**src/rtl/move_encoder.sv**
```systemverilog
`default_nettype none
// ============================================================================
//  Module   : move_encoder
//  Purpose  : Debounces the nine cell push-buttons and turns one accepted
//             press into a board position (1..9) with a one-cycle strobe,
//             rejecting multi-button and occupied-cell selections.
//  Revision : 1.0  initial release
// ============================================================================
module move_encoder #(
    parameter int DEBOUNCE_CYCLES = 4
) (
    input  logic       clock,
    input  logic       reset,
    input  logic [8:0] buttons,
    input  logic [8:0] occupied,
    input  logic       enable,
    output logic [3:0] pos,
    output logic       pos_valid,
    output logic       illegal,
    output logic       busy
);

    localparam int                   c_CNT_W    = $clog2(DEBOUNCE_CYCLES + 1);
    localparam logic [c_CNT_W-1:0]   c_CNT_LAST = c_CNT_W'(DEBOUNCE_CYCLES - 1);
    localparam logic [c_CNT_W-1:0]   c_CNT_ONE  = c_CNT_W'(1);

    localparam logic [1:0] c_IDLE     = 2'd0;
    localparam logic [1:0] c_DEBOUNCE = 2'd1;
    localparam logic [1:0] c_ISSUE    = 2'd2;
    localparam logic [1:0] c_RELEASE  = 2'd3;

    logic [1:0]         r_state;
    logic [8:0]         r_snapshot;
    logic [c_CNT_W-1:0] r_count;
    logic [3:0]         r_pos;
    logic               r_pos_valid;
    logic               r_illegal;
    logic               r_busy;

    logic [1:0]         w_state_nxt;
    logic [8:0]         w_snapshot_nxt;
    logic [c_CNT_W-1:0] w_count_nxt;
    logic [3:0]         w_pos_nxt;
    logic               w_valid_nxt;
    logic               w_illegal_nxt;
    logic               w_onehot;
    logic               w_taken;
    logic [3:0]         w_index;

    // Cell number of the snapshot; only meaningful when it is one-hot,
    // so it can never exceed 9.
    always_comb begin
        w_index = 4'd0;
        for (int i = 0; i < 9; i++) begin
            if (r_snapshot[i]) begin
                w_index = 4'(i + 1);
            end
        end
    end

    assign w_onehot = (r_snapshot != 9'd0) &&
                      ((r_snapshot & (r_snapshot - 9'd1)) == 9'd0);
    assign w_taken  = (r_snapshot & occupied) != 9'd0;

    always_comb begin
        w_state_nxt    = r_state;
        w_snapshot_nxt = r_snapshot;
        w_count_nxt    = r_count;
        w_pos_nxt      = r_pos;
        w_valid_nxt    = 1'b0;
        w_illegal_nxt  = 1'b0;
        case (r_state)
            c_IDLE: begin
                if (enable && (buttons != 9'd0)) begin
                    w_snapshot_nxt = buttons;
                    w_count_nxt    = '0;
                    w_state_nxt    = c_DEBOUNCE;
                end
            end
            c_DEBOUNCE: begin
                if (buttons == 9'd0) begin
                    w_state_nxt = c_IDLE;
                end else if (buttons != r_snapshot) begin
                    // Any change restarts the full stability window.
                    w_snapshot_nxt = buttons;
                    w_count_nxt    = '0;
                end else if (!enable) begin
                    w_state_nxt = c_RELEASE;
                end else if (r_count == c_CNT_LAST) begin
                    w_state_nxt = c_ISSUE;
                    if (w_onehot && !w_taken) begin
                        w_pos_nxt   = w_index;
                        w_valid_nxt = 1'b1;
                    end else begin
                        w_illegal_nxt = 1'b1;
                    end
                end else begin
                    w_count_nxt = r_count + c_CNT_ONE;
                end
            end
            c_ISSUE: begin
                w_state_nxt = c_RELEASE;
            end
            c_RELEASE: begin
                if (buttons == 9'd0) begin
                    w_state_nxt = c_IDLE;
                end
            end
            default: begin
                w_state_nxt = c_IDLE;
            end
        endcase
    end

    always_ff @(posedge clock) begin
        if (reset) begin
            r_state     <= c_IDLE;
            r_snapshot  <= 9'd0;
            r_count     <= '0;
            r_pos       <= 4'd0;
            r_pos_valid <= 1'b0;
            r_illegal   <= 1'b0;
            r_busy      <= 1'b0;
        end else begin
            r_state     <= w_state_nxt;
            r_snapshot  <= w_snapshot_nxt;
            r_count     <= w_count_nxt;
            r_pos       <= w_pos_nxt;
            r_pos_valid <= w_valid_nxt;
            r_illegal   <= w_illegal_nxt;
            r_busy      <= (w_state_nxt != c_IDLE);
        end
    end

    assign pos       = r_pos;
    assign pos_valid = r_pos_valid;
    assign illegal   = r_illegal;
    assign busy      = r_busy;

endmodule
`default_nettype wire
```
**config.mk**
```make
export PLATFORM = sky130hd
export DESIGN_NAME = move_encoder
export DESIGN_NICKNAME = d
export VERILOG_FILES = /design/src/rtl/move_encoder.sv
export SDC_FILE = /design/constraint.sdc
export NUM_CORES = 1
export LEC_CHECK = 0
export BUFFER_PORTS_ARGS = -buffer_cell sky130_fd_sc_hd__buf_2
export CAP_MARGIN = 40
export CORE_MARGIN = 2
export CORE_UTILIZATION = 53
export DETAILED_ROUTE_END_ITERATION = 6
export PLACE_DENSITY = 0.78
export SLEW_MARGIN = 20
export SYNTH_ARGS = -nofsm -noshare
export SYNTH_HDL_FRONTEND = slang
export SYNTH_SLANG_ARGS = --single-unit
```
**constraint.sdc**
```tcl
create_clock -name clock -period 3.05 [get_ports clock]
set_clock_uncertainty 0.05 [all_clocks]
set_input_delay 0.1525 -clock clock [delete_from_list [all_inputs] [get_ports clock]]
set_output_delay 0.1525 -clock clock [all_outputs]
set_load 0.05 [all_outputs]
```
==> flow_summary.json, run 1 <==
{
  "slew-limit-headroom": 0.547,
  "cp_cell_sequence": "xnor2_1 > nand4_1 > nor3_1 > buf_4 > o21ai_0 > a21oi_1",
  "synth_nets": 183,
  "cp_num_cells": 6,
  "synth_edf_count": 0,
  "tightest_slew_ns": 0.674,
  "place_ws_ns": 0.881,
  "clk_path_buf_depth": 2,
  "ir_drop_v": 0.000334,
  "max_stage_delay_ns": 0.59,
  "synth.area.top_cells": "dfxtp_1, xnor2_1, a21oi_1",
  "crit_path_end_kind": "flip-flop",
  "fin_crit_sh": 0.728,
  "cpMaxStageDelayCell": "nor3_1",
  "async_flop_share": 0,
  "ctsResizeCount": 0,
  "syn_inst": 160,
  "holdBufCountCts": 0,
  "synth_common_cells": "dfxtp_1, a21oi_1, o21ai_0",
  "numClockSinks": 21,
  "finalSetupViolCount": 0,
  "worst_setup_path_start_kind": "flip-flop",
  "post_cts.repair.setup_buffers": 0,
  "dieArea_sq_um": 2810,
  "hold_viol": 0,
  "synthDistinctLibCells": 36,
  "fin_tns_setup_ns": 0,
  "path_max_fanout": 8,
  "synth_top_flop_cell": "dfxtp_1",
  "antenna_cells": 0,
  "hpwl_um": 2360,
  "grt_pass1_vias": 1094,
  "die_y_um": 53.0,
  "p_leak_uw": 0.000582,
  "cts_root_buffer": "clkbuf_4",
  "min_from": "buttons[2]",
  "syn_area_sq_um": 1270,
  "drt_first_pass_iters": 4,
  "r2r_slack_ns": 0.83,
  "cts_tree": "yes",
  "yosysSeqAreaShare": 0.330,
  "row_count": 17,
  "r2r_cells": 6,
  "drc": 0,
  "drt-total-wl_um": 3160,
  "yosysMostFrequentCell": "dfxtp_1",
  "whs_path_depth": 3,
  "drv_slew": 0,
  "syn_to_final_growth_pct": 12.3,
  "vias": 1287,
  "avgViaCountPerCell": 6.16,
  "port_buffers": 27,
  "drtAntennaViolNets": 0,
  "htree_levels": 1,
  "drive_gt1_frac": 0.221,
  "cp.required_ns": 3.24,
  "synth_top_area_share": 0.330,
  "avgSynthCellArea_sq_um": 7.96,
  "powerDensity_nw_per_um2": 390,
  "grt_pass1_wl_um": 4900,
  "worstPathArrival_ns": 2.41,
  "critical-path-top-delay-family": "simple AND/OR/NAND/NOR gates",
  "cts_buffers": 3,
  "timing.fmax_ghz": 0.450,
  "antenna_found_initial": 0,
  "r2r-start": "r_snapshot[8]",
  "hold_class": "input pin to flip-flop",
  "fin_ws_ns": 0.828,
  "status": "finished clean",
  "min_to": "r_snapshot[2]",
  "rr_endpoint": "r_snapshot[3]",
  "synth_seq_cells": 21,
  "grt_use_total": 0.240,
  "clk_pin_slew_ns": 0.12,
  "dieWidth_um": 53.0,
  "rsz0062_at_grt": "false",
  "gp_congestion": 0.867,
  "drv_cap": 0,
  "initial_core_util": 0.570,
  "min_period_ns": 2.22,
  "grt_max_degree": 19,
  "critical_path_class": "flip-flop to flip-flop",
  "clkLatencyLatePin_ns": 0.31,
  "nets": 205,
  "ioPinCount": 28,
  "detail_route.wl_per_cell_um": 15.1,
  "synth_top_area_cell": "dfxtp_1",
  "drt-initial-drc-count": 52,
  "core_sq_um": 2230,
  "yosysWarnings": 0,
  "nFillCells": 206,
  "grt-ovfl-total": 0,
  "worst-path-buf-inv": 1
}
## worst min-delay path, delay by kind of cell
family,cells,cell delay [ns]
compound gates,1,0.05
simple gates,1,0.06
buf+inv,1,0.12
## final cells by class
| cell class | count | area, sq um | share of cell area |
|---|---|---|---|
| multi-input combinational | 122 | 782 | 0.547 |
| clock inverter | 1 | 5.00 | 0.00350 |
| sequential | 21 | 420 | 0.294 |
| inverter | 6 | 22.5 | 0.0157 |
| timing repair buffer | 28 | 143 | 0.0997 |
| tap | 28 | 35.0 | 0.0245 |
| clock buffer | 3 | 22.5 | 0.0157 |
## through the flow
stage | cells | cell area, sq um | util | hold slack, ns | power (uW)
finish | 209 | 1430 | 0.640 | 0.0600 | 557
global route | 209 | 1430 | 0.640 | 0.0652 | 582
CTS | 209 | 1430 | 0.640 | 0.0627 | 557
detailed placement | 205 | 1400 | 0.628 | 0.396 | 423
global placement | 205 | 1400 | 0.628 | 0.388 | 419
floorplan | 160 | 1270 | - | 0.250 | 390
## how the worst max path moves through the flow
stage | to | slack, ns | startpoint
3_5_place_dp | pos[3] | 0.88 | r_snapshot[1]
2_1_floorplan | pos[3] | 0.94 | r_snapshot[1]
6_report | r_snapshot[3] | 0.83 | r_snapshot[8]
5_1_grt | r_snapshot[3] | 0.66 | r_snapshot[5]
4_1_cts | pos[3] | 0.87 | r_snapshot[1]
3_3_place_gp | pos[3] | 0.94 | r_snapshot[0]
## sequential cells by signal (all words and copies together) (netlist names)
name and flops:
busy 1, illegal 1, pos 4, pos_valid 1
r_count 3, r_snapshot 9, r_state 2
## report_power, final
group	total, uW	leakage, uW	switching, uW	internal [uW]
Clock	138	0.0000177	88.6	49.0
Combinational	117	0.000392	64.1	52.7
Sequential	303	0.000172	18.7	284
## cell families (layout without fill, tap and decap cells)
| logic type | after synthesis | count (layout) | synth area share |
|---|---|---|---|
| AO/OA/AOI/OAI | 40 | 40 | 0.195 |
| adder cells (fa/ha/maj) | 2 | 2 | 0.0196 |
| AND/OR/NAND/NOR | 64 | 64 | 0.279 |
| flip-flops | 21 | 21 | 0.330 |
| XOR/XNOR | 9 | 9 | 0.0619 |
| buffers and inverters | 17 | 38 | 0.0560 |
| multiplexers | 7 | 7 | 0.0589 |
## placed cells by master, fill, tap and decap left out
cell type,instances
nand3b_1,3
nor3_2,1
o41ai_2,1
or4_4,1
o21ai_1,1
inv_1,6
and3_1,1
mux2i_1,6
a31o_2,1
nand2_1,8
and4_4,1
mux2_4,1
clkinv_2,1
xnor2_1,9
nor2_1,13
a22oi_1,2
o311ai_0,1
nor2b_1,2
a31o_1,1
a21boi_2,1
a2111o_1,1
or4_1,1
a21o_1,2
a21oi_1,14
dfxtp_1,21
clkbuf_4,3
nand3_1,13
or3_1,4
buf_4,1
nand4_4,1
ha_1,2
nand4_1,2
a211oi_1,1
nand2b_1,2
nor4_1,3
buf_2,27
o21ai_0,14
nor3_1,8
## metal layers
metal / global-route usage / part of all wire / vias to the layer above
li1: - / - / 620
met1: 0.308 / 0.41 / 592
met2: 0.400 / 0.48 / 69
met3: 0.0395 / 0.087 / 6
met4: 0.0940 / 0.018 / 0
met5: 0 / 0 / -
Note: power is estimated with default switching activity, not from simulation.
==> run 2, diff against run 1 <==
--- a/config.mk
+++ b/config.mk
@@ -5,12 +5,13 @@
 export SDC_FILE = /design/constraint.sdc
 export NUM_CORES = 1
 export LEC_CHECK = 0
+export ABC_AREA = 1
 export BUFFER_PORTS_ARGS = -buffer_cell sky130_fd_sc_hd__buf_2
 export CAP_MARGIN = 40
 export CORE_MARGIN = 2
-export CORE_UTILIZATION = 53
+export CORE_UTILIZATION = 54
 export DETAILED_ROUTE_END_ITERATION = 6
-export PLACE_DENSITY = 0.78
+export PLACE_DENSITY = 0.79
 export SLEW_MARGIN = 20
 export SYNTH_ARGS = -nofsm -noshare
 export SYNTH_HDL_FRONTEND = slang
==> constraint.sdc (replaced) <==
create_clock -name clock -period 2.2 [get_ports clock]
set_clock_uncertainty 0.05 [all_clocks]
set_input_delay 0.11 -clock clock [delete_from_list [all_inputs] [get_ports clock]]
set_output_delay 0.11 -clock clock [all_outputs]
set_load 0.05 [all_outputs]
==> flow_summary.json, run 2 <==
{
  "core_sq_um": 2410,
  "ir_drop_v": 0.000478,
  "yosysWarnings": 0,
  "port_buffers": 27,
  "drtAntennaViolNets": 0,
  "hold_viol": 0,
  "r2r_slack_ns": 0.55,
  "nets": 265,
  "placed_cell_area_sq_um": 1460,
  "critical_path_class": "flip-flop to flip-flop",
  "final_common_cell": "nand2_1",
  "synth_fa_ha_area_frac": 0.0188,
  "htree_levels": 1,
  "row_count": 18,
  "clk_path_buf_depth": 2,
  "largest_reg_flops": 9,
  "grt_pass1_wl_um": 4490,
  "finalSetupViolCount": 0,
  "die_y_um": 53.7,
  "final_cell_mix": "nand2_1, nor2_1, buf_2, inv_1, dfxtp_1",
  "drv_cap": 0,
  "slew-limit-headroom": 0.686,
  "drc": 0,
  "top_register": "r_snapshot",
  "syn_to_final_growth_pct": 12.5,
  "cts_root_buffer": "clkbuf_4",
  "tightest_slew_ns": 0.470,
  "synth_top_area_cell": "dfxtp_1",
  "worstPathArrival_ns": 1.82,
  "vias": 1315,
  "crit_path_end_kind": "flip-flop",
  "cp.required_ns": 2.36,
  "hold_class": "input pin to flip-flop",
  "crit_path_start": "r_snapshot[1]",
  "synthDistinctLibCells": 26,
  "p_leak_uw": 0.000791,
  "synth_common_cells": "nand2_1, nor2_1, inv_1",
  "yosysSeqAreaShare": 0.315,
  "antenna_cells": 0,
  "gp_congestion": 0.799,
  "initial_core_util": 0.553,
  "timing.fmax_ghz": 0.605,
  "dieWidth_um": 53.7,
  "synth_nets": 236,
  "clk_pin_slew_ns": 0.12,
  "rr_endpoint": "pos[0]",
  "min_period_ns": 1.65,
  "grt_use_total": 0.212,
  "drive_gt1_frac": 0.195,
  "drt-initial-drc-count": 16,
  "synth_top_family_by_area": "simple AND/OR/NAND/NOR gates",
  "cts_buffers": 3,
  "syn_area_sq_um": 1330,
  "synth.area.top_cells": "dfxtp_1, nand2_1, nor2_1",
  "drt-total-wl_um": 2640,
  "powerDensity_nw_per_um2": 536,
  "r2r-start": "r_snapshot[1]",
  "grt_pass1_vias": 1148,
  "worst_setup_path_start_kind": "flip-flop",
  "avgViaCountPerCell": 4.85,
  "synthMuxAreaShare": 0,
  "synth_compound_area_frac": 0.0816,
  "syn_inst": 213,
  "cpMaxStageDelayCell": "dfxtp_1",
  "avgSynthCellArea_sq_um": 6.26,
  "drt_first_pass_iters": 5,
  "async_flop_share": 0,
  "fin_crit_sh": 0.751,
  "synth_seq_cells": 21,
  "hpwl_um": 2100,
  "ioPinCount": 28,
  "clkLatencyLatePin_ns": 0.31,
  "post-route-cell-area_sq_um": 1500,
  "r2r_cells": 10,
  "detail_route.wl_per_cell_um": 9.75,
  "fin_util": 0.623,
  "fin_tns_setup_ns": 0,
  "synth_xor_area_frac": 0.0394,
  "drv_slew": 0,
  "yosysMostFrequentCell": "nand2_1",
  "grt_max_degree": 19,
  "cp-endpoint": "pos[0]",
  "numClockSinks": 21,
  "dieArea_sq_um": 2880,
  "synth_top_flop_cell": "dfxtp_1",
  "synth_edf_count": 0,
  "path_max_fanout": 8,
  "status": "finished clean",
  "antenna_found_initial": 0,
  "cp_cell_sequence": "nor2_2 > nand2_2 > nor2_2 > nand2_1 > xor2_1 > nor2_4 > nand2_4 > clkinv_1 > nor2_1 > nor2_1",
  "max_stage_delay_ns": 0.42,
  "synth_simple_gate_area_frac": 0.428,
  "cts_tree": "yes",
  "grt-ovfl-total": 0,
  "rsz0062_at_grt": "false",
  "synth_top_area_share": 0.315
}
-- run 2: stage by stage --
| step | hold WS [ns] | power, uW | instances | setup WS (ns) |
|---|---|---|---|---|
| floorplan | 0.129 | 580 | 213 | 0.686 |
| global placement | 0.231 | 621 | 266 | 0.605 |
| detailed placement | 0.242 | 624 | 266 | 0.568 |
| CTS | 0.0331 | 811 | 271 | 0.547 |
| global route | 0.0572 | 858 | 271 | 0.366 |
| finish | 0.0340 | 804 | 271 | 0.547 |
-- run 2: power by group --
group | internal, uW | switching, uW
clock | 67.9 | 119
combinational | 74.7 | 113
sequential | 399 | 29.8
total | 542 | 262
-- run 2: repair_timing --
item,CTS,global route
endpoints found under the hold margin,1,0
hold buffers,1,0
setup buffers,0,0
resized for setup,0,0
-- run 2: worst min-delay path by stage --
stage / slack (ns) / endpoint / cells past startpoint / from
final: 0.03 / r_snapshot[0] / 3 / buttons[0]
after floorplan: 0.13 / r_state[1] / 1 / reset
after CTS: 0.03 / r_snapshot[0] / 3 / buttons[0]
after detailed placement: 0.24 / r_state[1] / 2 / reset
after global placement: 0.23 / r_state[1] / 2 / reset
after global routing: 0.06 / r_snapshot[0] / 3 / buttons[0]
-- run 2: logic make-up (layout without fill, tap and decap cells) --
kind of cell / Yosys count / in the layout
AND/OR/NAND/NOR: 129 / 129
buffers and inverters: 34 / 62
AO/OA/AOI/OAI: 21 / 21
flip-flops: 21 / 21
XOR/XNOR: 6 / 6
adder cells (fa/ha/maj): 2 / 2
-- run 2: layout make-up --
cell class	instances	area, sq um
Clock buffer	3	22.5
Clock inverter	1	5.00
Inverter	30	113
Fill cell	254	910
Tap cell	30	37.5
Sequential cell	21	420
Timing Repair Buffer	28	145
Multi-Input combinational cell	158	757
-- run 2: critical path, delay by kind of cell (launching register included) --
kind,cells,cell delay (ns)
and+or+nand+nor,8,0.75
DFF,1,0.42
xor gates and xnor gates,1,0.28
buffers and inverters,1,0.07
-- run 2: layer usage --
metal,wire (um),up-vias,global-route usage
li1,-,713,-
met1,1310,565,0.264
met2,1190,32,0.362
met3,104,5,0.0333
met4,40,0,0.0812
met5,0,-,0
